**src/rtl/div_hilo_ctrl.sv**
```systemverilog
// div_hilo_ctrl: sequencer between execute and the iterative 32-bit signed divider.
// Classifies DIV/DIVU, resolves the trivial cases in one edge, launches the
// divider for the rest, applies the one-step unsigned correction and retires
// quotient/remainder into LO/HI. Also owns MTHI/MTLO and the pipeline stall.
//
// Ports:
//   clock, reset            clock, async active-low reset
//   op_valid/op_signed      DIV (signed=1) / DIVU (signed=0) issue
//   op_a, op_b              dividend (rs), divisor (rt)
//   mthi, mtlo, wdata       HI/LO move-to writes (IDLE only, op_valid wins)
//   stall                   pipeline must hold
//   hi, lo                  architectural HI (remainder) / LO (quotient)
//   timeout_err             sticky: a divide was aborted for taking too long
//   div_start               one-cycle registered launch pulse
//   div_dividend/divisor    registered divider operands
//   div_busy, div_q, div_r  divider status and results
module div_hilo_ctrl #(
    parameter int DIV_TIMEOUT = 40
) (
    input  logic        clock,
    input  logic        reset,
    input  logic        op_valid,
    input  logic        op_signed,
    input  logic [31:0] op_a,
    input  logic [31:0] op_b,
    input  logic        mthi,
    input  logic        mtlo,
    input  logic [31:0] wdata,
    output logic        stall,
    output logic [31:0] hi,
    output logic [31:0] lo,
    output logic        timeout_err,
    output logic        div_start,
    output logic [31:0] div_dividend,
    output logic [31:0] div_divisor,
    input  logic        div_busy,
    input  logic [31:0] div_q,
    input  logic [31:0] div_r
);
    localparam int CW = $clog2(DIV_TIMEOUT + 1);

    typedef enum logic [2:0] {IDLE, LAUNCH, ACK, RUN, FIX, WB} state_t;

    state_t        state, state_nx;
    logic [CW-1:0] tmo_cnt;
    logic          tmo_hit;
    logic          fix_flag;
    logic          a0;
    logic [31:0]   b_lat;
    logic [31:0]   q, r;

    // Operand classification for an op arriving in IDLE.
    logic zero_div, big_div, fix_div, need_div, q_big;
    assign zero_div = (op_b == 32'd0);
    assign big_div  = !op_signed && op_b[31];
    assign fix_div  = !op_signed && op_a[31] && !op_b[31];
    assign need_div = !zero_div && !big_div;
    // Divisor >= 2^31 unsigned: quotient can only be 0 or 1.
    assign q_big    = (op_a >= op_b);

    // Unsigned correction: the divider saw a>>1, so shift one bit back in.
    // r < b < 2^31, hence r2 never overflows 32 bits.
    logic [31:0] q2, r2;
    assign q2 = {q[30:0], 1'b0};
    assign r2 = {r[30:0], a0};

    assign tmo_hit = (tmo_cnt == CW'(DIV_TIMEOUT - 1));
    assign stall   = (state != IDLE) || (op_valid && need_div);

    always_ff @(posedge clock or negedge reset) begin
        if (!reset) state <= IDLE;
        else        state <= state_nx;
    end

    always_comb begin
        state_nx = state;
        case (state)
            IDLE:    if (op_valid && need_div) state_nx = LAUNCH;
            LAUNCH:  state_nx = ACK;
            ACK:     if (tmo_hit) state_nx = IDLE;
                     else if (div_busy) state_nx = RUN;
            RUN:     if (tmo_hit) state_nx = IDLE;
                     else if (!div_busy) state_nx = fix_flag ? FIX : WB;
            FIX:     state_nx = WB;
            WB:      state_nx = IDLE;
            default: state_nx = IDLE;
        endcase
    end

    // Timeout counter and sticky abort flag.
    always_ff @(posedge clock or negedge reset) begin
        if (!reset) begin
            tmo_cnt     <= '0;
            timeout_err <= 1'b0;
        end else begin
            if (state_nx == LAUNCH)
                tmo_cnt <= '0;
            else if (state == ACK || state == RUN)
                tmo_cnt <= tmo_cnt + 1'b1;
            if ((state == ACK || state == RUN) && tmo_hit)
                timeout_err <= 1'b1;
        end
    end

    // Datapath: operand capture, result latch, correction, HI/LO.
    always_ff @(posedge clock or negedge reset) begin
        if (!reset) begin
            hi           <= '0;
            lo           <= '0;
            div_start    <= 1'b0;
            div_dividend <= '0;
            div_divisor  <= '0;
            fix_flag     <= 1'b0;
            a0           <= 1'b0;
            b_lat        <= '0;
            q            <= '0;
            r            <= '0;
        end else begin
            // LAUNCH is only ever entered from IDLE, so this is a single pulse.
            div_start <= (state_nx == LAUNCH);
            case (state)
                IDLE: begin
                    if (op_valid) begin
                        if (zero_div) begin
                            hi <= op_a;
                            lo <= 32'hFFFF_FFFF;
                        end else if (big_div) begin
                            lo <= {31'd0, q_big};
                            hi <= op_a - (q_big ? op_b : 32'd0);
                        end else begin
                            div_dividend <= fix_div ? {1'b0, op_a[31:1]} : op_a;
                            div_divisor  <= op_b;
                            fix_flag     <= fix_div;
                            a0           <= op_a[0];
                            b_lat        <= op_b;
                        end
                    end else begin
                        if (mthi) hi <= wdata;
                        if (mtlo) lo <= wdata;
                    end
                end
                RUN: begin
                    if (!div_busy) begin
                        q <= div_q;
                        r <= div_r;
                    end
                end
                FIX: begin
                    if (r2 >= b_lat) begin
                        q <= q2 + 32'd1;
                        r <= r2 - b_lat;
                    end else begin
                        q <= q2;
                        r <= r2;
                    end
                end
                WB: begin
                    lo <= q;
                    hi <= r;
                end
                default: ;
            endcase
        end
    end
endmodule

```
**config.mk**
```make
export PLATFORM = sky130hd
export DESIGN_NAME = div_hilo_ctrl
export DESIGN_NICKNAME = d
export VERILOG_FILES = /design/src/rtl/div_hilo_ctrl.sv
export SDC_FILE = /design/constraint.sdc
export NUM_CORES = 1
export LEC_CHECK = 0
export CAP_MARGIN = 30
export CORE_AREA = 2 2 159 161
export DETAILED_ROUTE_END_ITERATION = 10
export DIE_AREA = 0 0 161 163
export DONT_BUFFER_PORTS = 1
export GPL_ROUTABILITY_DRIVEN = 0
export PLACE_DENSITY = 0.87
export RECOVER_POWER = 100
export SYNTH_ARGS = -nofsm -noshare
export SYNTH_HDL_FRONTEND = slang
export SYNTH_SLANG_ARGS = --single-unit
```
**constraint.sdc**
```tcl
create_clock -name clock -period 2.9 [get_ports clock]
set_clock_uncertainty 0.15 [all_clocks]
set_input_delay 0.29 -clock clock [delete_from_list [all_inputs] [get_ports clock]]
set_output_delay 0.29 -clock clock [all_outputs]
set_load 0.005 [all_outputs]
```
==> flow_summary.yaml, run 1 <==
logic_synthesis:
  synth-seq-area-share_pct: 35.9
  ys_seq_elements: 205
  yosys_most_used_dff: "dfrtp_1"
  synthDistinctLibCells: 76
  syn_area_mm2: 0.0143
  synthArstFlopShare_pct: 100
  synth-edff-count: 0
  yosysWarnings: 0
  synth_nets: 2044
  syn_inst: 1779
  syn_avg_cell_area_um2: 8.04
die:
  row_count: 58
  start_util_pct: 57.9
  die_h_um: 163
  die_width_um: 161
  ioPinCount: 298
cts:
  clock_path_buffers: 3
  clock_sinks: 205
  numCtsBuffers: 24
  h-tree-depth: 1
  root_buffer: "clkbuf_16"
placement:
  dp_hpwl_mm: 41.4
  port_buffers: 0
  pre_cts_slack_ns: -1.91
  dpl-instance-area_mm2: 0.0163
  dp.cells: 2227
status:
  failed_stage: "global routing (5_1_grt)"
  error_line: "[ERROR GRT-0229] Vertical edge usage exceeds the maximum allowed. (9, 18) usage=65535 limit=2200"
  outcome: "aborted with a tool error"
sta:
  worst-ep-kind: "register data pin"
  grt_worst_setup_endpoint: "hi[28]$_DFFE_PN0P_/D"
global_route:
  grt_max_degree: 206
per-stage QoR:
stage / setup TNS (ns) / hold slack, ns
floorplan: -29.54 / -0.156
global placement: -43.97 / -0.149
detailed placement: -52.04 / -0.149
CTS: -21.31 / -0.694
cells in the mapped netlist (all sizes together), types with 10 or more instances:
| library cell | number | share of area (%) |
|---|---|---|
| a22oi | 31 | 1.6 |
| nand3 | 26 | 0.91 |
| nor2 | 87 | 2.3 |
| a31oi | 37 | 1.6 |
| xnor2 | 25 | 1.5 |
| nor3 | 34 | 1.2 |
| a211oi | 30 | 1.6 |
| o21ai | 193 | 6.8 |
| and3 | 11 | 0.48 |
| mux2i | 47 | 3.3 |
| nor2b | 26 | 1.1 |
| o211ai | 20 | 1.1 |
| nand4 | 21 | 0.96 |
| o2bb2ai | 14 | 0.86 |
| nand2 | 350 | 9.2 |
| clkbuf | 92 | 2.4 |
| inv | 85 | 2.2 |
| a21o | 37 | 1.9 |
| nor4 | 13 | 0.74 |
| ha | 96 | 8.4 |
| a21oi | 136 | 4.8 |
| dfrtp | 205 | 36 |
| a221oi | 10 | 0.66 |
| buf | 17 | 0.58 |
| o22ai | 10 | 0.44 |
| xor2 | 24 | 1.5 |
what timing repair did:
action / 4_1_cts
endpoints found under the hold margin: 384
hold buffers: 172
endpoints found under the setup margin: 63
gates cloned: 2
pin swaps: 95
buffers inserted: 37
resized for setup: 121
cells by family after synthesis:
| kind of cell | synth area share (%) |
|---|---|
| compound gates | 24.9 |
| xor+xnor | 3.00 |
| fa+ha+maj | 8.68 |
| buf+inv | 5.23 |
| flops | 35.9 |
| mux | 3.37 |
| simple gates | 18.9 |
==> inputs of run 2 (changes only) <==
--- a/config.mk
+++ b/config.mk
@@ -6,12 +6,12 @@
 export NUM_CORES = 1
 export LEC_CHECK = 0
 export CAP_MARGIN = 30
-export CORE_AREA = 2 2 159 161
+export CORE_AREA = 2 2 193 195
 export DETAILED_ROUTE_END_ITERATION = 10
-export DIE_AREA = 0 0 161 163
+export DIE_AREA = 0 0 195 197
 export DONT_BUFFER_PORTS = 1
 export GPL_ROUTABILITY_DRIVEN = 0
-export PLACE_DENSITY = 0.87
+export PLACE_DENSITY_LB_ADDON = 0.15
 export RECOVER_POWER = 100
 export SYNTH_ARGS = -nofsm -noshare
 export SYNTH_HDL_FRONTEND = slang
==> constraint.sdc (replaced) <==
create_clock -name clock -period 3.75 [get_ports clock]
set_clock_uncertainty 0.15 [all_clocks]
set_input_delay 0.375 -clock clock [delete_from_list [all_inputs] [get_ports clock]]
set_output_delay 0.375 -clock clock [all_outputs]
set_load 0.005 [all_outputs]
==> flow_summary.yaml, run 2 <==
placement:
  dp_hpwl_mm: 43.8
  port_buffers: 0
  pre_cts_slack_ns: -1.12
die:
  die_h_um: 197
  die_width_um: 195
  dieArea_mm2: 0.0384
  row_count: 70
  core_area_mm2: 0.0363
  start_util_pct: 39.4
  ioPinCount: 298
finish:
  layout_commonest_cell: "nand2_1"
  layout.nets: 2273
  fill_cells: 3445
  multi_input_area_mm2: 0.00913
  seqCellArea_mm2: 0.00513
  drive_gt1_share_pct: 15.4
  layout_common_cells: "344 x nand2_1, 205 x dfrtp_1, 171 x dlygate4sd3_1"
  synthToLayoutAreaGrowth_pct: 32.6
sta:
  setup_viol: 26
  worst_pin_slew_ns: 1.56
  timing.fmax_mhz: 248
  slew_headroom_pct: -4.28
  fin_crit_ns: 4.03
  fin_hold_ws_ns: -0.647
  finalWorstSetupSlack_ns: -0.278
  grt_setup_unrepaired: "true"
  finalCritPeriodShare_pct: 107
  maxSlewViolCount: 45
  hold_viol: 205
  fin_tns_setup_ns: -4.03
cts:
  cts_tree: "done"
  clk_pin_slew_ns: 0.06
  root_buffer: "clkbuf_16"
  h-tree-depth: 1
  numCtsBuffers: 27
  clock_path_buffers: 3
  clock_sinks: 205
  clock_latency_ns: 0.57
logic_synthesis:
  syn_avg_cell_area_um2: 8.04
  synth_most_common_cell: "nand2_1"
  synthDistinctLibCells: 76
  synth-edff-count: 0
  synthArstFlopShare_pct: 100
  ys_seq_elements: 205
  syn_inst: 1779
  yosysWarnings: 0
  syn_area_mm2: 0.0143
  synth_common_cells: "350 x nand2_1, 205 x dfrtp_1, 183 x o21ai_0, 135 x a21oi_1, 96 x ha_1"
  synth.area.top_cells: "dfrtp_1 36%, nand2_1 9.2%, ha_1 8.4%, o21ai_0 6.4%, a21oi_1 4.7%"
  synth_nets: 2044
  yosys_most_used_dff: "dfrtp_1"
  netlist.area_leader.share_pct: 35.9
  synth.largest_area_cell: "dfrtp_1"
  synth-seq-area-share_pct: 35.9
global_route:
  grt_pass1_vias: 14400
  grt_pass1_wl_mm: 90.2
  antenna_found_initial: 7
  grt.total_usage_pct: 30.7
  grt_max_degree: 206
  grt_overflow_total: 0
critical_path:
  crit_end: "hi[27]"
  start_kind: "input pin"
  critPathRequiredTime_ns: 4.10
  cp.arrival_ns: 4.38
  r2r_cells: 12
  cp_slowest_stage_delay_ns: 0.51
  crit_start: "op_b[10]"
  r2r-start: "b_lat[0]"
  path_max_fanout: 10
  crit_chain: "inv_8, ha_4, nand4_1, or4_1, o21ai_2, o311a_1, or2_4, buf_8, nand2_1, ha_1, nand3_1, or3_1, a311o_1, a21oi_2, nand4_1, a21oi_2, nor3_1, or4_1, o21ai_1"
  r2r_end: "r[29]"
  path_class: "in2reg"
  cp-end-kind: "register"
  r2r_setup_slack_ns: -0.04
  critPathSlowestCell: "or4_1"
drt:
  route.detailed.drc: 0
  vias: 14800
  wl_mm: 60.3
  ant_nets: 0
  drt_iter0_markers: 1440
  wl_per_cell_um: 24.1
  drt_first_pass_iters: 7
  vias_per_cell: 5.91
pwr:
  powerDensity_mw_per_mm2: 763
  vdd_drop_max_mv: 0.501
  p_leak_nw: 8.24
flow_run:
  drv_cap: 1
status:
  violations: "negative hold slack, max-capacitance violations, max-slew violations, negative setup slack"
  outcome: "complete, but fails checks"
worst_hold_path:
  hold_path_class: "in2async"
==> run 2: kinds of logic (layout without fill, tap and decap cells) <==
family | after synthesis | in the layout | share of synthesized area [%]
flops | 205 | 205 | 35.9
buf+inv | 194 | 443 | 5.23
xor+xnor | 49 | 49 | 3.00
mux | 48 | 48 | 3.37
fa+ha+maj | 98 | 98 | 8.68
simple gates | 611 | 611 | 18.9
compound gates | 574 | 574 | 24.9
other cells | 0 | 5 | 0
==> run 2: critical path: cells and delay by family <==
kind / cells / cell delay, ns
buffers and inverters: 2 / 0.15
and+or+nand+nor: 9 / 2.03
adders and majority gates: 2 / 0.53
AOI/OAI and AO/OA: 6 / 1.28
==> run 2: per-layer routing <==
metal / vias up / track usage (%) / part of all wire, %
met4: 0 / 10.7 / 3.5
met3: 103 / 6.55 / 8.4
met1: 7236 / 41.9 / 43
met5: - / 0 / 0
met2: 609 / 48.3 / 45
li1: 6826 / - / -
==> run 2: where the power goes <==
| part | leakage (nW) | internal, mW | switching [mW] |
|---|---|---|---|
| Sequential | 2.53 | 3.30 | 1.24 |
| Combinational | 5.26 | 2.90 | 4.25 |
| Clock | 0.454 | 1.70 | 1.08 |
==> run 2: final cells by class <==
cell class | count | share of cell area, %
Antenna cell | 5 | 0.0660
Tap cell | 468 | 3.09
Sequential cell | 205 | 27.1
Clock inverter | 11 | 0.957
Inverter | 85 | 1.99
Multi-Input combinational cell | 1380 | 48.1
Clock buffer | 38 | 4.04
Timing Repair Buffer | 309 | 14.7
==> run 2: how the worst min path moves through the flow <==
stage          start         endpoint  slack (ns)  cells past startpoint
3_5_place_dp   reset  div_dividend[2]       -0.07                      0
2_1_floorplan  reset               a0       -0.07                      0
4_1_cts        reset  div_dividend[2]       -0.68                      0
6_report       reset  div_dividend[2]       -0.65                      0
3_3_place_gp   reset  div_dividend[2]       -0.07                      0
5_1_grt        reset  div_dividend[2]       -0.68                      0
==> run 2: timing repair <==
item / CTS / global route
setup endpoints to repair: 25 / 28
gates resized for setup: 71 / 50
gates cloned: 0 / 0
pin swaps: 44 / 33
buffers inserted: 13 / 5
endpoints found under the hold margin: 375 / 212
hold buffers: 170 / 1
==> run 2: stage by stage <==
step | hold slack [ns] | cell area, um^2 | power [mW] | util (%) | instances
2_1_floorplan | -0.0706 | 14500 | 9.08 | - | 1779
5_1_grt | -0.680 | 19000 | 15.6 | 52.3 | 2500
3_3_place_gp | -0.0664 | 15600 | 11.2 | 43.1 | 2257
6_report | -0.647 | 19000 | 14.5 | 52.3 | 2501
4_1_cts | -0.678 | 18700 | 14.4 | 51.6 | 2490
3_5_place_dp | -0.0663 | 15600 | 11.3 | 43.1 | 2258
(Power assumes the default switching activity.)
